--- config.mk ---
export PLATFORM = sky130hd
export DESIGN_NAME = mem_arbiter_flat
export DESIGN_NICKNAME = d
export VERILOG_FILES = /design/src/rtl/mem_arbiter_pkg.sv /design/src/rtl/mem_arbiter_if.sv /design/src/rtl/mem_arbiter.sv /design/src/flat_wrapper.sv
export SDC_FILE = /design/constraint.sdc
export NUM_CORES = 1
export LEC_CHECK = 0
export CAP_MARGIN = 20
export CORE_MARGIN = 1.5
export CORE_UTILIZATION = 38
export DETAILED_ROUTE_END_ITERATION = 10
export PLACE_DENSITY = 0.78
export SLEW_MARGIN = 20
export SYNTH_ARGS = -nofsm -noshare
export SYNTH_HDL_FRONTEND = slang
export SYNTH_SLANG_ARGS = --single-unit
--- constraint.sdc ---
create_clock -name fpga_clk -period 1.6 [get_ports fpga_clk]
set_input_delay 0.32 -clock fpga_clk [delete_from_list [all_inputs] [get_ports fpga_clk]]
set_output_delay 0.32 -clock fpga_clk [all_outputs]
set_load 0.01 [all_outputs]
--- src/rtl/mem_arbiter_pkg.sv ---
// Shared definitions for the CPU/diagnostics RAM arbiter: state codes,
// default parameters, owner encoding and the latched request record.
package mem_arbiter_pkg;

  localparam logic [1:0] ST_IDLE   = 2'd0;
  localparam logic [1:0] ST_ACCESS = 2'd1;
  localparam logic [1:0] ST_WAIT   = 2'd2;
  localparam logic [1:0] ST_DONE   = 2'd3;

  localparam int unsigned DEF_READ_LATENCY = 1;
  localparam int unsigned DEF_STARVE_LIMIT = 15;

  localparam logic OWNER_CPU  = 1'b0;
  localparam logic OWNER_DIAG = 1'b1;

  typedef struct packed {
    logic        we;
    logic [15:0] addr;
    logic [7:0]  wdata;
  } mem_req_t;

  function automatic logic [7:0] sat_inc8(input logic [7:0] val, input logic [7:0] lim);
    logic [7:0] res;
    if (val >= lim) begin
      res = lim;
    end else begin
      res = val + 8'd1;
    end
    return res;
  endfunction

endpackage

--- src/rtl/mem_arbiter_if.sv ---
// Bundle of the two requester ports, the shared RAM port and the owner flag.
// slave = arbiter side, master = requesters plus RAM model.
interface mem_arbiter_if;

  logic        cpu_halted;
  logic        cpu_req;
  logic        cpu_we;
  logic [15:0] cpu_addr;
  logic [7:0]  cpu_wdata;
  logic        cpu_ack;
  logic [7:0]  cpu_rdata;

  logic        diag_req;
  logic        diag_we;
  logic [15:0] diag_addr;
  logic [7:0]  diag_wdata;
  logic        diag_ack;
  logic [7:0]  diag_rdata;

  logic        ram_cs;
  logic        ram_we;
  logic [15:0] ram_addr;
  logic [7:0]  ram_wdata;
  logic [7:0]  ram_rdata;

  logic        owner;

  modport slave (
    input  cpu_halted, cpu_req, cpu_we, cpu_addr, cpu_wdata,
    output cpu_ack, cpu_rdata,
    input  diag_req, diag_we, diag_addr, diag_wdata,
    output diag_ack, diag_rdata,
    output ram_cs, ram_we, ram_addr, ram_wdata,
    input  ram_rdata,
    output owner
  );

  modport master (
    output cpu_halted, cpu_req, cpu_we, cpu_addr, cpu_wdata,
    input  cpu_ack, cpu_rdata,
    output diag_req, diag_we, diag_addr, diag_wdata,
    input  diag_ack, diag_rdata,
    input  ram_cs, ram_we, ram_addr, ram_wdata,
    output ram_rdata,
    input  owner
  );

endinterface

--- src/rtl/mem_arbiter.sv ---
// Two-requester arbiter for a single-port RAM. CPU has priority, but after
// STARVE_LIMIT consecutive contested CPU wins the diagnostics port is served.
module mem_arbiter
  import mem_arbiter_pkg::*;
#(
  parameter int unsigned READ_LATENCY = DEF_READ_LATENCY,
  parameter int unsigned STARVE_LIMIT = DEF_STARVE_LIMIT
) (
  input logic          fpga_clk,
  input logic          fpga_reset,
  mem_arbiter_if.slave bus
);

  localparam logic [7:0] STARVE_LIM_C = 8'(STARVE_LIMIT);
  localparam logic [1:0] LAT_LAST_C   = 2'(READ_LATENCY - 1);

  logic [1:0]  state_r;
  logic [1:0]  wait_cnt_r;
  logic [7:0]  starve_cnt_r;
  logic        holdoff_r;
  logic        ram_cs_r;
  logic        ram_we_r;
  logic [15:0] ram_addr_r;
  logic [7:0]  ram_wdata_r;
  logic        cpu_ack_r;
  logic        diag_ack_r;
  logic [7:0]  cpu_rdata_r;
  logic [7:0]  diag_rdata_r;
  logic        owner_r;

  logic        cpu_eff_s;
  logic        diag_eff_s;
  logic        contest_s;
  logic        grant_cpu_s;
  logic        grant_diag_s;
  mem_req_t    grant_req_s;

  assign cpu_eff_s  = bus.cpu_req && !bus.cpu_halted;
  assign diag_eff_s = bus.diag_req;
  assign contest_s  = cpu_eff_s && diag_eff_s;

  // Grant decision; holdoff blocks the IDLE cycle right after an ack so a
  // requester that has not yet dropped its req is not served twice.
  always_comb begin
    grant_cpu_s  = 1'b0;
    grant_diag_s = 1'b0;
    if ((state_r == ST_IDLE) && !holdoff_r) begin
      if (contest_s) begin
        if ((starve_cnt_r == STARVE_LIM_C) || bus.cpu_halted) begin
          grant_diag_s = 1'b1;
        end else begin
          grant_cpu_s = 1'b1;
        end
      end else if (cpu_eff_s) begin
        grant_cpu_s = 1'b1;
      end else if (diag_eff_s) begin
        grant_diag_s = 1'b1;
      end else begin
        grant_cpu_s  = 1'b0;
        grant_diag_s = 1'b0;
      end
    end else begin
      grant_cpu_s  = 1'b0;
      grant_diag_s = 1'b0;
    end
  end

  // Winner's request fields, latched into the RAM port registers on grant.
  always_comb begin
    grant_req_s = '{we: bus.cpu_we, addr: bus.cpu_addr, wdata: bus.cpu_wdata};
    if (grant_diag_s) begin
      grant_req_s = '{we: bus.diag_we, addr: bus.diag_addr, wdata: bus.diag_wdata};
    end else begin
      grant_req_s = '{we: bus.cpu_we, addr: bus.cpu_addr, wdata: bus.cpu_wdata};
    end
  end

  // Transaction FSM with registered RAM port, acks, read data and starvation count.
  always_ff @(posedge fpga_clk) begin
    if (fpga_reset) begin
      state_r      <= ST_IDLE;
      wait_cnt_r   <= 2'd0;
      starve_cnt_r <= 8'd0;
      holdoff_r    <= 1'b0;
      ram_cs_r     <= 1'b0;
      ram_we_r     <= 1'b0;
      ram_addr_r   <= 16'h0000;
      ram_wdata_r  <= 8'h00;
      cpu_ack_r    <= 1'b0;
      diag_ack_r   <= 1'b0;
      cpu_rdata_r  <= 8'h00;
      diag_rdata_r <= 8'h00;
      owner_r      <= OWNER_CPU;
    end else begin
      cpu_ack_r  <= 1'b0;
      diag_ack_r <= 1'b0;
      case (state_r)
        ST_IDLE: begin
          holdoff_r <= 1'b0;
          ram_cs_r  <= 1'b0;
          ram_we_r  <= 1'b0;
          if (grant_cpu_s || grant_diag_s) begin
            state_r     <= ST_ACCESS;
            ram_cs_r    <= 1'b1;
            ram_we_r    <= grant_req_s.we;
            ram_addr_r  <= grant_req_s.addr;
            ram_wdata_r <= grant_req_s.wdata;
            owner_r     <= grant_diag_s ? OWNER_DIAG : OWNER_CPU;
            if (grant_diag_s) begin
              starve_cnt_r <= 8'd0;
            end else if (contest_s) begin
              starve_cnt_r <= sat_inc8(starve_cnt_r, STARVE_LIM_C);
            end else begin
              starve_cnt_r <= starve_cnt_r;
            end
          end else begin
            state_r <= ST_IDLE;
          end
        end
        ST_ACCESS: begin
          ram_we_r <= 1'b0;
          // ram_we_r still holds the latched direction during ACCESS
          if (ram_we_r) begin
            state_r    <= ST_DONE;
            ram_cs_r   <= 1'b0;
            cpu_ack_r  <= (owner_r == OWNER_CPU);
            diag_ack_r <= (owner_r == OWNER_DIAG);
          end else begin
            state_r    <= ST_WAIT;
            wait_cnt_r <= 2'd0;
          end
        end
        ST_WAIT: begin
          if (wait_cnt_r == LAT_LAST_C) begin
            state_r    <= ST_DONE;
            ram_cs_r   <= 1'b0;
            cpu_ack_r  <= (owner_r == OWNER_CPU);
            diag_ack_r <= (owner_r == OWNER_DIAG);
            if (owner_r == OWNER_DIAG) begin
              diag_rdata_r <= bus.ram_rdata;
            end else begin
              cpu_rdata_r <= bus.ram_rdata;
            end
          end else begin
            wait_cnt_r <= wait_cnt_r + 2'd1;
          end
        end
        ST_DONE: begin
          state_r   <= ST_IDLE;
          holdoff_r <= 1'b1;
        end
        default: begin
          state_r  <= ST_IDLE;
          ram_cs_r <= 1'b0;
          ram_we_r <= 1'b0;
        end
      endcase
    end
  end

  assign bus.ram_cs     = ram_cs_r;
  assign bus.ram_we     = ram_we_r;
  assign bus.ram_addr   = ram_addr_r;
  assign bus.ram_wdata  = ram_wdata_r;
  assign bus.cpu_ack    = cpu_ack_r;
  assign bus.diag_ack   = diag_ack_r;
  assign bus.cpu_rdata  = cpu_rdata_r;
  assign bus.diag_rdata = diag_rdata_r;
  assign bus.owner      = owner_r;

endmodule

--- src/flat_wrapper.sv ---
// flat-port wrapper written by rule: the top's interface ports become plain ports
module mem_arbiter_flat import mem_arbiter_pkg::*;
#(
  parameter int unsigned READ_LATENCY = DEF_READ_LATENCY,
  parameter int unsigned STARVE_LIMIT = DEF_STARVE_LIMIT
)
  (fpga_clk, fpga_reset, bus_cpu_halted, bus_cpu_req, bus_cpu_we, bus_cpu_addr, bus_cpu_wdata, bus_cpu_ack, bus_cpu_rdata, bus_diag_req, bus_diag_we, bus_diag_addr, bus_diag_wdata, bus_diag_ack, bus_diag_rdata, bus_ram_cs, bus_ram_we, bus_ram_addr, bus_ram_wdata, bus_ram_rdata, bus_owner);
  mem_arbiter_if bus_i ();
  input logic fpga_clk;
  input logic fpga_reset;
  input wire logic [$bits(bus_i.cpu_halted)-1:0] bus_cpu_halted;
  input wire logic [$bits(bus_i.cpu_req)-1:0] bus_cpu_req;
  input wire logic [$bits(bus_i.cpu_we)-1:0] bus_cpu_we;
  input wire logic [$bits(bus_i.cpu_addr)-1:0] bus_cpu_addr;
  input wire logic [$bits(bus_i.cpu_wdata)-1:0] bus_cpu_wdata;
  output wire logic [$bits(bus_i.cpu_ack)-1:0] bus_cpu_ack;
  output wire logic [$bits(bus_i.cpu_rdata)-1:0] bus_cpu_rdata;
  input wire logic [$bits(bus_i.diag_req)-1:0] bus_diag_req;
  input wire logic [$bits(bus_i.diag_we)-1:0] bus_diag_we;
  input wire logic [$bits(bus_i.diag_addr)-1:0] bus_diag_addr;
  input wire logic [$bits(bus_i.diag_wdata)-1:0] bus_diag_wdata;
  output wire logic [$bits(bus_i.diag_ack)-1:0] bus_diag_ack;
  output wire logic [$bits(bus_i.diag_rdata)-1:0] bus_diag_rdata;
  output wire logic [$bits(bus_i.ram_cs)-1:0] bus_ram_cs;
  output wire logic [$bits(bus_i.ram_we)-1:0] bus_ram_we;
  output wire logic [$bits(bus_i.ram_addr)-1:0] bus_ram_addr;
  output wire logic [$bits(bus_i.ram_wdata)-1:0] bus_ram_wdata;
  input wire logic [$bits(bus_i.ram_rdata)-1:0] bus_ram_rdata;
  output wire logic [$bits(bus_i.owner)-1:0] bus_owner;
  assign bus_i.cpu_halted = bus_cpu_halted;
  assign bus_i.cpu_req = bus_cpu_req;
  assign bus_i.cpu_we = bus_cpu_we;
  assign bus_i.cpu_addr = bus_cpu_addr;
  assign bus_i.cpu_wdata = bus_cpu_wdata;
  assign bus_cpu_ack = bus_i.cpu_ack;
  assign bus_cpu_rdata = bus_i.cpu_rdata;
  assign bus_i.diag_req = bus_diag_req;
  assign bus_i.diag_we = bus_diag_we;
  assign bus_i.diag_addr = bus_diag_addr;
  assign bus_i.diag_wdata = bus_diag_wdata;
  assign bus_diag_ack = bus_i.diag_ack;
  assign bus_diag_rdata = bus_i.diag_rdata;
  assign bus_ram_cs = bus_i.ram_cs;
  assign bus_ram_we = bus_i.ram_we;
  assign bus_ram_addr = bus_i.ram_addr;
  assign bus_ram_wdata = bus_i.ram_wdata;
  assign bus_i.ram_rdata = bus_ram_rdata;
  assign bus_owner = bus_i.owner;
  mem_arbiter #(.READ_LATENCY(READ_LATENCY), .STARVE_LIMIT(STARVE_LIMIT)) u_core (.fpga_clk(fpga_clk), .fpga_reset(fpga_reset), .bus(bus_i));
endmodule
# --- Word-level counts from Yosys, hierarchy flattened ---
# Cells that the tools add are included.
classes:
  mux: 34
  n_eq_ne: 8
  add_sub_neg: 2
  magnitude_cmp: 1
  n_bitwise: 1
  reduce_logical: 20
ops:
  columns: ["op", "count"]
  rows:
  - ["2-to-1 mux 25 bit", 1]
  - ["2-to-1 mux 8 bit", 3]
  - ["2-to-1 mux 1 bit", 20]
  - ["AND reduction 3 bit", 5]
  - ["adder 8 x 1 -> 8 bit, second input constant", 1]
  - ["equality test 8 x 4 -> 1 bit, second input constant", 1]
  - [">= comparator 8 x 4 -> 1 bit, second input constant", 1]
  - ["case mux 1 bit (2 select lines)", 4]
  - ["case mux 2 bit (4 select lines)", 1]
  - ["nonzero test 2 bit", 4]
  - ["2-to-1 mux 2 bit", 3]
  - ["equality test 2 bit, second input constant", 2]
  - ["logical NOT 2 bit", 2]
  - ["!= test 2 x 1 -> 1 bit, second input constant", 2]
  - ["!= test 2 bit, second input constant", 2]
  - ["case mux 2 bit (2 select lines)", 1]
  - ["logical AND 1 bit", 3]
  - ["case mux 1 bit (3 select lines)", 1]
  - ["nonzero test 3 bit", 1]
  - ["adder 2 x 1 -> 2 bit, second input constant", 1]
  - ["equality test 2 x 1 -> 1 bit, second input constant", 1]
  - ["logical NOT 1 bit", 2]
  - ["logical OR 1 bit", 2]
  - ["AND reduction 2 bit", 1]
  - ["NOT 1 bit", 1]
word_totals:
  wordCells: 79
  out_inout_bits: 45
  register_bits: 58

# --- Longest topological paths before layout ---
# Gate-level depths: netlist (run 1).
depth:
  ltp_word: 8
  ltp_mapped: 8
  ltp_nobuf: 6

# --- Least setup slack after synthesis (run 1) ---
# Ideal clock, no wire load.
synth_path:
  kind: "flip-flop to flip-flop"
  from: "reg u_core.state_r[0]"
  to: "reg u_core.ram_addr_r[0], in the netlist u_core.bus.ram_addr[0]"
  t_arrival_ps: 1506
  stages_incl_launch_ff: 9
  required_time_ps: 1466
  slack_ps: -40
  path_cell_list: "dfxtp_1 > inv_1 > ha_1 > nand2b_1 > a21o_1 > nand2b_1 > clkbuf_1 > clkbuf_1 > o221ai_1"
synth_between:
  elab_chain_cells: 5
synth_rtl:
  columns: ["element", "line", "text"]
  rows:
  - ["start, declared", "mem_arbiter.sv:17", "logic [1:0] state_r;"]
  - ["start signal, assigned", "mem_arbiter.sv:81", "state_r <= ST_IDLE;"]
  - ["start signal, assigned", "mem_arbiter.sv:103", "state_r <= ST_ACCESS;"]
  - ["start signal, assigned", "mem_arbiter.sv:117", "state_r <= ST_IDLE;"]
  - ["logical NOT 2 bit (*)", "mem_arbiter.sv:47, mem_arbiter.sv:97", null]
  - ["logical AND 1 bit", "mem_arbiter.sv:47", "if ((state_r == ST_IDLE) && !holdoff_r) begin"]
  - ["2-to-1 mux 1 bit", "mem_arbiter.sv:47", null]
  - ["logical OR 1 bit", "mem_arbiter.sv:102", "if (grant_cpu_s || grant_diag_s) begin"]
  - ["AND reduction 2 bit (no source line)", null, null]
  - ["end signal, assigned", "mem_arbiter.sv:106", "ram_addr_r <= grant_req_s.addr;"]
  - ["end, declared", "mem_arbiter.sv:23", "logic [15:0] ram_addr_r;"]
# Every way passes the cells marked *; elsewhere a longest branch is shown, timed or not.
# A chain may end at the register's enable or synchronous reset.

# --- Worst setup path after layout (run 1) ---
layout_path:
  from: "reg u_core.ram_addr_r[15], in the netlist u_core.bus.ram_addr[15]"
  to: "out bus_ram_addr[15]"
layout_rtl:
  columns: ["element", "line", "text"]
  rows:
  - ["end, declared", "flat_wrapper.sv:26", "output wire logic [$bits(bus_i.ram_addr)-1:0] bus_ram_addr;"]
# No word-level cell between the ends.

==> impl_results.md, run 1 <==
- RD Place Congestion: around 0.83
- Crit path max fanout: 2
- Period utilization: 0.9690
- Detailed Route Iter0 Violations: a little under 100
- Via count: approximately 2800
- Sequential power share: 0.336
- Synth-to-layout area growth: 66.24%
- P per Cell Area: 1343 nW/µm²
- Synthesized area: 2628 µm²
- Crit. End Element: output pin
- Fmax: 0.6450 GHz
- Die span in x: around 86 µm
- Die extent in y: 86.16 µm
- IO Pins: 108
- Total gr overflow: 0
- PortBufs: about 110
- Top post-synthesis cells by area: dfxtp_1 (44%), nand2_1 (6.9%), o221ai_1 (6.0%)
- Num Clock Sinks: just under 60
- Syn Area/Cell: slightly below 9 µm²
- Slew @ Worst Pin: around 0.35 ns
- Largest net degree at the start of global routing: 25
- Post-synth top area share: 0.4419
- Number of fill cells in the layout: between 500 and 600
- DRC Markers: 0
- Clk root buf: clkbuf_8
- Pre-CTS setup slack: -0.5677 ns
- R2R Setup Slk: roughly 0.060 ns
- Worst R2R End: u_core.bus.ram_cs
- FF-to-FF path depth: 6
- CTS Hold Buffers Added: 0
- Register area share after synthesis: 0.4419
- Critical path type: flip-flop to output pin
- Outcome: complete, no violations
- Routed vias/inst: ~5.4
- Fin util: 0.6465
- Hold Crit Start: u_core.bus.cpu_rdata[5]
- Clk_lat worst skew: around 0.33 ns
- Clock Tree Buf Depth: 2
- Htree depth: 3
- Final std cells w/o fill: approximately 520
- Hold Crit Depth: 2
- Number of global-route vias before repair: around 2800
- Worst path cell trace: clkdlybuf4s50_1
- First-pass GRT wire length: roughly 13000 µm
- Commonest non-fill, non-tap cell in the layout: clkdlybuf4s50_1
- Worst EP arrival: ~1.2 ns
- Synth Net Count: 372
- CP peak stage delay: approximately 0.56 ns
- DR pass1 iterations: 4
- Tot Pwr: between 0.005 and 0.006 W
- Worst path top cell family by delay: buffers and inverters
- Max-slew violations: 0
- # Max-Cap Violations: 0
- CP bufs+invs: 1
- DP Wirelength: between 5000 and 6000 µm
- Antenna violations before repair: 0
- # setup viols final: 0
- Critical Path RT: 1.28 ns
- Fin. Hold Viols: 0
- Slew margin rel.: 0.7644
- Post-layout min period: around 1.6 ns
- DRT antenna net count: 0
- Peak supply drop: ~0.00064 V
- Total CTS buffers: 9
- Combinational power share: 0.462
- Synth area leader: dfxtp_1
- Startpoint Class: flip-flop
- Setup crit start: u_core.bus.ram_addr[15]
- Post-synth ARST share: 0
- Total wire length: 8107 µm
- Hold endpoint: u_core.bus.cpu_rdata[5]
- Static leakage: 1.716 nW
- Die area: about 7400 µm²
- Reg-to-reg startpoint: u_core.state_r[1]
- Setup WS post-layout: 0.04961 ns
- Share of post-route cells with drive strength above 1: 0.1814
- RSZ-0062 raised after global routing: yes
- Layout Nets: between 500 and 600
- Synthesis Warnings: 0
- Clk pwr share: 0.202
- Clock-pin slew on the worst setup and hold paths: 0.07 ns
- Post-synth EDFFs: 0
- Fin Clk Skew: about 0.0095 ns
- Detailed-route wire length per cell: between 15 and 20 µm
- Synth Flop Type: dfxtp_1
- ANT cells: 0
- Row cnt: 30
- Starting density of the core: 0.3889
- Crit path max-delay cell type: clkdlybuf4s50_1
- CTS tree: built
- Switching share of total power: 0.3503
- Number of synthesized register bits: a little under 60
- Most frequent cells in the layout: clkdlybuf4s50_1 (104), dfxtp_1 (55), nand2_1 (48)
- Internal: 0.003810 W
- Sw power: 0.002054 W
- Cells after Synth: 302
- Post-synth cell types: 40
- Worst Hold Class: flip-flop to flip-flop
- Core area: a little under 7000 µm²
- Placed cells: roughly 500
- GRT Total Usage: 0.2267
[synthesized netlist by cell type, types with 3 or more instances]
cell type and number:
nand4_1 24, clkbuf_1 11, buf_2 5, nand2_1 48, nand2b_1 5, dfxtp_1 58
and2_1 3, o221ai_2 6, nand3_1 9, a21oi_1 17, inv_1 31, nor2_1 17
ha_1 7, a31oi_1 3, mux2i_1 10, o221ai_1 18
[flip-flops by register name, indices dropped and copies added, names as in the netlist]
register               cells
u_core.bus.cpu_rdata       8
u_core.bus.diag_ack        1
u_core.holdoff_r           1
u_core.bus.ram_cs          1
u_core.bus.diag_rdata      8
u_core.bus.ram_addr       16
u_core.starve_cnt_r        8
u_core.state_r             2
u_core.bus.ram_we          1
u_core.bus.ram_wdata       8
u_core.bus.owner           1
u_core.bus.cpu_ack         1
u_core.wait_cnt_r          2
[power by group through the flow]
stage / clock [W] / sequential [W] / combinational [W]
2_1_floorplan: 0 / 0.00210 / 0.00111
3_3_place_gp: 0 / 0.00196 / 0.00238
3_5_place_dp: 0 / 0.00197 / 0.00243
4_1_cts: 0.00121 / 0.00195 / 0.00260
5_1_grt: 0.00129 / 0.00200 / 0.00293
6_report: 0.00118 / 0.00197 / 0.00271
[stage by stage]
| step | TNS [ns] | area [µm²] | hold WS [ns] |
|---|---|---|---|
| after floorplan | 0 | 2636 | 0.3975 |
| after global placement | -13.21 | 3955 | 0.4428 |
| after detailed placement | -14.65 | 3955 | 0.4490 |
| after CTS | -0.1031 | 4280 | 0.4603 |
| after global routing | -0.03199 | 4368 | 0.4859 |
| final | 0 | 4368 | 0.4619 |
[worst max path at each step]
stage,end,slack (ns),cells after the start
6_report,bus_ram_addr[15],0.05,1
5_1_grt,u_core.bus.ram_we,-0.02,6
4_1_cts,u_core.bus.ram_addr[9],-0.02,5
3_5_place_dp,u_core.bus.ram_addr[9],-0.57,5
3_3_place_gp,u_core.bus.ram_wdata[5],-0.50,5
2_1_floorplan,u_core.bus.ram_addr[11],0.03,5
[layout make-up]
| type | instances | area, µm² | area share |
|---|---|---|---|
| inverter | 31 | 118.9 | 0.02721 |
| clock buffer | 12 | 155.1 | 0.03552 |
| clock inverter | 3 | 15.01 | 0.003437 |
| sequential | 58 | 1167 | 0.2673 |
| tap | 80 | 100.1 | 0.02292 |
| multi-input combinational | 194 | 1353 | 0.3097 |
| timing repair buffer | 143 | 1459 | 0.3340 |
[metal layers]
layer / global-route usage / vias up / part of all wire
li1: - / 1346 / -
met1: 0.2696 / 1304 / 0.40
met2: 0.3830 / 138 / 0.47
met3: 0.06930 / 15 / 0.11
met4: 0.08798 / 0 / 0.019
met5: 0 / - / 0
[logic make-up (layout without fill, tap and decap cells)]
group | after synthesis | after routing | synth area share
and+or+nand+nor | 118 | 119 | 0.2257
muxes | 10 | 10 | 0.03810
adders and majority gates | 7 | 7 | 0.03333
buffers and inverters | 51 | 189 | 0.08381
DFF | 58 | 58 | 0.4419
AOI/OAI and AO/OA | 58 | 58 | 0.1771
[what timing repair did]
action | CTS | global route
cloned | 3 | 0
resized for setup | 15 | 17
setup endpoints to repair | 35 | 26
setup buffers | 6 | 2
hold endpoints to repair | 0 | 0
pin swaps | 8 | 8
No activity file was read; power rests on OpenSTA's default activity.
==> run 2, diff against run 1 <==
==> constraint.sdc (replaced) <==
create_clock -name fpga_clk -period 1.4 [get_ports fpga_clk]
set_input_delay 0.28 -clock fpga_clk [delete_from_list [all_inputs] [get_ports fpga_clk]]
set_output_delay 0.28 -clock fpga_clk [all_outputs]
set_load 0.01 [all_outputs]
==> run 2 against run 1 <==
  * The run now ends with negative setup slack left
  * Via count rose by 2.0%
  * Cell area up 6.8%
  * Non-clock buffer count increased by 13
  * Global-route usage up 0.21 points
  * Cell count rose by 2.7%
  * Die area unchanged
  * Critical endpoint is now u_core.bus.ram_cs
  * Highest routed layer unchanged
==> impl_results.md, run 2 (synthesis gave the netlist of run 1 again) <==
- IO Pins: 108 (unchanged)
- Number of global-route vias before repair: 2862 (+3.1%)
- Layout Nets: 520 (+2.6%)
- Final std cells w/o fill: 535 (+2.7%)
- Reg-to-reg startpoint: u_core.state_r[0]
- Synth-to-layout area growth: 77.52%
- Crit path max-delay cell type: dfxtp_2
- Worst Hold Class: flip-flop to flip-flop
- Htree depth: 3 (unchanged)
- Clock-pin slew on the worst setup and hold paths: 0.06 ns (about the same)
- Detailed-route wire length per cell: 16.31 µm (+4.8%)
- Period utilization: 1.118
- P per Cell Area: 1599 nW/µm² (+19%)
- DP Wirelength: 5551 µm (+2.5%)
- First-pass GRT wire length: 13280 µm (+0.58%)
- Post-layout min period: about 1.6 ns
- GRT Total Usage: 0.2288 (+0.002087)
- Startpoint Class: flip-flop
- Total gr overflow: 0 (unchanged)
- Fin. Hold Viols: 0 (unchanged)
- Antenna violations before repair: 0 (unchanged)
- Design area: 4664 µm² (+6.8%)
- Max-slew violations: 0 (unchanged)
- Row cnt: 30 (unchanged)
- Max FFs per register: 16 (unchanged)
- FF-to-FF path depth: 7 (+1)
- Pre-CTS setup slack: -0.7713 ns (-0.2035 ns)
- Storage element area: 1167 µm² (unchanged)
- DP Area: 4090 µm² (+3.4%)
- Share of post-route cells with drive strength above 1: 0.2879 (+0.1065)
- Die span in x: 86.16 µm (unchanged)
- RSZ-0062 raised after global routing: yes
- DRT antenna net count: 0 (unchanged)
- Slew margin rel.: 0.7451 (-0.01929)
- Num Clock Sinks: 58 (unchanged)
- Multi-input gate area: 1553 µm² (+15%)
- Worst EP arrival: 1.83 ns (+0.60 ns)
- Critical Path RT: 1.66 ns (+0.38 ns)
- Number of fill cells in the layout: 511 (-4.8%)
- Hold_ws: 0.4602 ns (-0.001662 ns)
- Die area: 7423 µm² (unchanged)
- Fin Clk Skew: 0.01362 ns (+0.004108 ns)
- Hold Crit Start: u_core.bus.cpu_rdata[4]
- Starting density of the core: 0.3889 (unchanged)
- Failing checks: negative setup slack
- Critical path type: flip-flop to flip-flop
- Most frequent cells in the layout: clkdlybuf4s50_1 (61), dfxtp_1 (53), dlygate4sd2_1 (46)
- PortBufs: 107 (unchanged)
- Core area: 6756 µm² (unchanged)
- Crit path max fanout: 2 (unchanged)
- Worst path top cell family by delay: simple AND/OR/NAND/NOR gates
- DRC Markers: 0 (unchanged)
- CP peak stage delay: 0.34 ns (-0.22 ns)
- Total wire length: 8728 µm (+7.7%)
- DR pass1 iterations: 4 (unchanged)
- Static leakage: 1.986 nW (+16%)
- Clk root buf: clkbuf_8
- Die extent in y: 86.16 µm (unchanged)
- Via count: 2860 (+2.0%)
- Commonest non-fill, non-tap cell in the layout: clkdlybuf4s50_1
- Fmax: between 0.6 and 0.7 GHz
- Worst path cell trace: inv_2, buf_6, ha_4, nor2b_4, a211o_1, or3_4, a21oi_2
- Worst R2R End: u_core.bus.ram_cs
- Hold endpoint: u_core.bus.cpu_rdata[4]
- Detailed Route Iter0 Violations: 155 (+58%)
- Peak supply drop: 0.0009188 V (+45%)
- Total CTS buffers: 9 (unchanged)
- CP bufs+invs: 2 (+1)
- RD Place Congestion: 0.8889 (+7.3%)
- ANT cells: 0 (unchanged)
- Slew @ Worst Pin: 0.3824 ns (+0.02931 ns)
- Setup WS post-layout: -0.1648 ns (-0.2144 ns)
- R2R Setup Slk: -0.16 ns (-0.22 ns)
- Crit. End Element: flip-flop
- # Max-Cap Violations: 0 (unchanged)
- CTS Hold Buffers Added: 0 (unchanged)
- Outcome: finished with violations
- Hold Crit Depth: 2 (unchanged)
- CTS tree: built
- Routed vias/inst: 5.346 (-0.64%)
- Placed cells: 503 (+1.6%)
- # setup viols final: 34 (+34)
- Largest net degree at the start of global routing: 32 (+28%)
- Fin util: 0.6904 (+0.04389)
- Clock Tree Buf Depth: 2 (unchanged)
- Clk_lat worst skew: 0.33 ns (about the same)
==> run 2: cell types whose count changed in the layout (fill, tap and decap cells not counted), sizes merged <==
cell,change
buf,+11
bufinv,+2
bufbuf,+1
dlymetal6s2s,-2
dlygate4sd2,+45
clkdlybuf4s50,-43
==> run 2: how the worst max path moves through the flow <==
| stage | startpoint | end | slack (ns) | cells past startpoint |
|---|---|---|---|---|
| 2_1_floorplan | u_core.starve_cnt_r[5] | u_core.bus.ram_addr[11] | -0.17 | 5 |
| 3_3_place_gp | bus_cpu_req | u_core.bus.ram_addr[15] | -0.68 | 5 |
| 3_5_place_dp | bus_cpu_req | u_core.bus.ram_wdata[7] | -0.77 | 5 |
| 4_1_cts | u_core.state_r[1] | u_core.bus.ram_addr[10] | -0.13 | 8 |
| 5_1_grt | u_core.starve_cnt_r[5] | u_core.bus.ram_addr[9] | -0.24 | 7 |
| 6_report | u_core.state_r[0] | u_core.bus.ram_cs | -0.16 | 7 |
==> run 2: area by class of cell <==
cell class	count	share of cell area
Clock buffer	11	0.02817
Multi-Input combinational cell	194	0.3329
Timing Repair Buffer	156	0.3254
Clock inverter	5	0.01690
Inverter	31	0.02495
Sequential cell	58	0.2503
Tap cell	80	0.02146
==> run 2: per-stage QoR <==
stage               total power (W)  setup TNS, ns
floorplan                  0.003816         -3.111
global placement           0.005221         -20.87
detailed placement         0.005323         -24.17
CTS                        0.007084         -2.937
global route               0.007874         -6.915
finish                     0.007458         -3.685
==> run 2: tightest hold or removal path, delay by kind of cell (launching register included) <==
kind            cells  cell delay (ns)
flops               1             0.31
simple gates        1             0.06
compound gates      1             0.05
==> run 2: timing repair <==
| action | in CTS | in global routing |
|---|---|---|
| setup endpoints to repair | 98 | 55 |
| gates resized for setup | 71 | 37 |
| buffers inserted | 8 | 6 |
| gates cloned | 2 | 1 |
| pin swaps | 10 | 30 |
==> run 2: report_power, final <==
group	internal, W	switching [W]	leakage [nW]
sequential	0.00203	0.000200	0.475
combinational	0.00180	0.00177	1.40
clock	0.00100	0.000660	0.107
==> run 2: metal layers <==
metal  track usage  up-vias  part of all wire  routed length, µm
met5             0        -                 0                  0
met4       0.09384        0             0.017                151
met3       0.06064       15             0.082                714
met2        0.3951      117              0.50               4380
met1        0.2686     1355              0.40               3481
li1              -     1373                 -                  -
==> run 3, diff against run 2 <==
--- a/config.mk
+++ b/config.mk
@@ -6,10 +6,11 @@
 export NUM_CORES = 1
 export LEC_CHECK = 0
 export CAP_MARGIN = 20
-export CORE_MARGIN = 1.5
+export CORE_MARGIN = 1
 export CORE_UTILIZATION = 38
 export DETAILED_ROUTE_END_ITERATION = 10
-export PLACE_DENSITY = 0.78
+export PLACE_DENSITY = 0.83
+export RECOVER_POWER = 100
 export SLEW_MARGIN = 20
 export SYNTH_ARGS = -nofsm -noshare
 export SYNTH_HDL_FRONTEND = slang
==> run 3 against run 2 <==
  * The run still ends with negative setup slack left
  * Highest routed layer unchanged
  * Register-to-register slack worse by 0.11 ns
  * Cell area up 6.8%
  * Critical path depth up 2
  * Largest cell class is now buffers
  * Clock skew about the same
  * Sequential power about the same
==> impl_results.md, run 3 (synthesis gave the netlist of run 1 again) <==
- Clock Tree Buf Depth: 2 (unchanged)
- P per Cell Area: 1609 nW/µm² (+0.61%)
- Startpoint Class: flip-flop
- Clock-pin slew on the worst setup and hold paths: 0.07 ns (about the same)
- GRT Total Usage: 0.2791 (+0.05037)
- Failing checks: negative setup slack
- Slew margin rel.: 0.7852 (+0.04014)
- DR pass1 iterations: 4 (unchanged)
- Pre-CTS setup slack: -0.6661 ns (+0.1052 ns)
- Num Clock Sinks: 58 (unchanged)
- Layout Nets: 534 (+2.7%)
- Commonest non-fill, non-tap cell in the layout: clkdlybuf4s50_1
- # setup viols final: 41 (+21%)
- Critical Path RT: 1.65 ns (about the same)
- First-pass GRT wire length: 15630 µm (+18%)
- Worst Hold Class: flip-flop to flip-flop
- CTS tree: built
- DP Area: 4089 µm² (about the same)
- RSZ-0062 raised after global routing: yes
- Design area: 4982 µm² (+6.8%)
- Share of post-route cells with drive strength above 1: 0.3390 (+0.05111)
- Clk_lat worst skew: 0.34 ns (about the same)
- Max FFs per register: 16 (unchanged)
- Worst EP arrival: 1.93 ns (+0.10 ns)
- Die area: 7251 µm² (-2.3%)
- Outcome: finished with violations
- DRC Markers: 0 (unchanged)
- RD Place Congestion: 0.8902 (+0.15%)
- Total CTS buffers: 9 (unchanged)
- Total gr overflow: 0 (unchanged)
- IO Pins: 108 (unchanged)
- Die span in x: 85.16 µm (-1.2%)
- Crit path max-delay cell type: dfxtp_2
- Most frequent cells in the layout: clkdlybuf4s50_1 (60), dfxtp_1 (54), dlygate4sd2_1 (47)
- ANT cells: 0 (unchanged)
- Fin. Hold Viols: 0 (unchanged)
- PortBufs: 107 (unchanged)
- Detailed Route Iter0 Violations: 199 (+28%)
- Crit. End Element: flip-flop
- Via count: 3159 (+10%)
- Post-layout min period: 1.677 ns (+0.1123 ns)
- Total wire length: 11060 µm (+27%)
- Setup WS post-layout: -0.2771 ns (-0.1123 ns)
- Core area: 6495 µm² (-3.9%)
- Setup crit start: u_core.state_r[0]
- Peak supply drop: 0.0008604 V (-6.4%)
- Largest net degree at the start of global routing: 25 (-22%)
- Max-slew violations: 0 (unchanged)
- DP Wirelength: 5559 µm (+0.14%)
- Synth-to-layout area growth: 89.62%
- Post-Route Setup TNS: -4.589 ns (-0.9044 ns)
- Row cnt: 29 (-3.3%)
- # Max-Cap Violations: 0 (unchanged)
- Reg-to-reg startpoint: u_core.state_r[0]
- Routed vias/inst: 5.786 (+8.2%)
- Htree depth: 3 (unchanged)
- Period utilization: 1.198 (+0.08023)
- DRT antenna net count: 0 (unchanged)
- Detailed-route wire length per cell: 20.26 µm (+24%)
- Worst path cell trace: inv_2, ha_4, nand2b_4, a211oi_4, buf_6, buf_12, buf_16, nand2_1, o221ai_2
- Static leakage: 2.113 nW (+6.4%)
- Antenna violations before repair: 0 (unchanged)
- Crit path max fanout: 8 (+6)
- Clk root buf: clkbuf_8
- Fmax: 0.5963 GHz (-6.7%)
- Fin Clk Skew: 0.01316 ns (-0.0004596 ns)
- Number of global-route vias before repair: 3105 (+8.5%)
- CP peak stage delay: 0.33 ns (about the same)
- Die extent in y: 85.16 µm (-1.2%)
- Critical path type: flip-flop to flip-flop
- Slew @ Worst Pin: 0.3211 ns (-0.06125 ns)
- Starting density of the core: 0.4045 (+0.01566)
- Hold Crit Start: u_core.bus.cpu_rdata[4]
## run 3: cell types whose count changed in the layout (fill, tap and decap cells not counted), moves of 4 or more
| cell | previous run | this run |
|---|---|---|
| buf_16 | 0 | 6 |
| nand2_1 | 34 | 28 |
| o221ai_1 | 11 | 5 |
| buf_4 | 37 | 33 |
| buf_6 | 3 | 16 |
| o221ai_2 | 13 | 19 |
| nand2_2 | 13 | 18 |
## run 3: cell type report
class / count / area, µm²
Timing Repair Buffer: 170 / 1760
Sequential cell: 58 / 1166
Fill cell: 383 / 1513
Clock buffer: 13 / 138.9
Inverter: 31 / 116.4
Multi-Input combinational cell: 194 / 1664
Clock inverter: 3 / 40.04
Tap cell: 77 / 96.34
## run 3: where the power goes
part / internal (W) / total, W / switching, W
clock: 0.000820 / 0.00152 / 0.000704
sequential: 0.00203 / 0.00225 / 0.000228
combinational: 0.00215 / 0.00424 / 0.00208
total: 0.00500 / 0.00802 / 0.00302
## run 3: path summary, 6_finish.rpt
kind | end | slack, ns | cells after the start
max | u_core.bus.ram_addr[4] | -0.28 | 9
min | u_core.bus.cpu_rdata[4] | 0.46 | 2
max reg2reg | u_core.bus.ram_addr[4] | -0.28 | 9
min reg2reg | u_core.bus.cpu_rdata[4] | 0.46 | 2
## run 3: timing repair
item / 4_1_cts / 5_1_grt
endpoints found under the setup margin: 98 / 56
gates resized for setup: 94 / 54
setup buffers: 15 / 7
cloned: 7 / 0
hold buffers: 0 / 0
hold endpoints to repair: 0 / 0
pin swaps: 32 / 43
## run 3: layer usage
metal	track usage	vias to the layer above	wire [µm]
met2	0.4824	211	5435
met1	0.3188	1492	4011
met3	0.07296	51	1146
li1	-	1405	-
met5	0	-	0
met4	0.1387	0	469
## run 3: worst max-delay path: cells and delay by family (launching register included)
kind | cells | cell delay, ns
and+or+nand+nor | 2 | 0.19
buffers and inverters | 4 | 0.49
adders and majority gates | 1 | 0.16
DFF | 1 | 0.33
AOI/OAI and AO/OA | 2 | 0.42
## run 3: metrics by stage
stage | std cells | hold slack [ns] | util | total power (W)
2_1_floorplan | 302 | 0.3575 | - | 0.003816
3_3_place_gp | 502 | 0.4429 | 0.6296 | 0.005169
3_5_place_dp | 502 | 0.4498 | 0.6296 | 0.005264
4_1_cts | 540 | 0.4574 | 0.7230 | 0.007250
5_1_grt | 546 | 0.4775 | 0.7671 | 0.008356
6_report | 546 | 0.4597 | 0.7671 | 0.008015
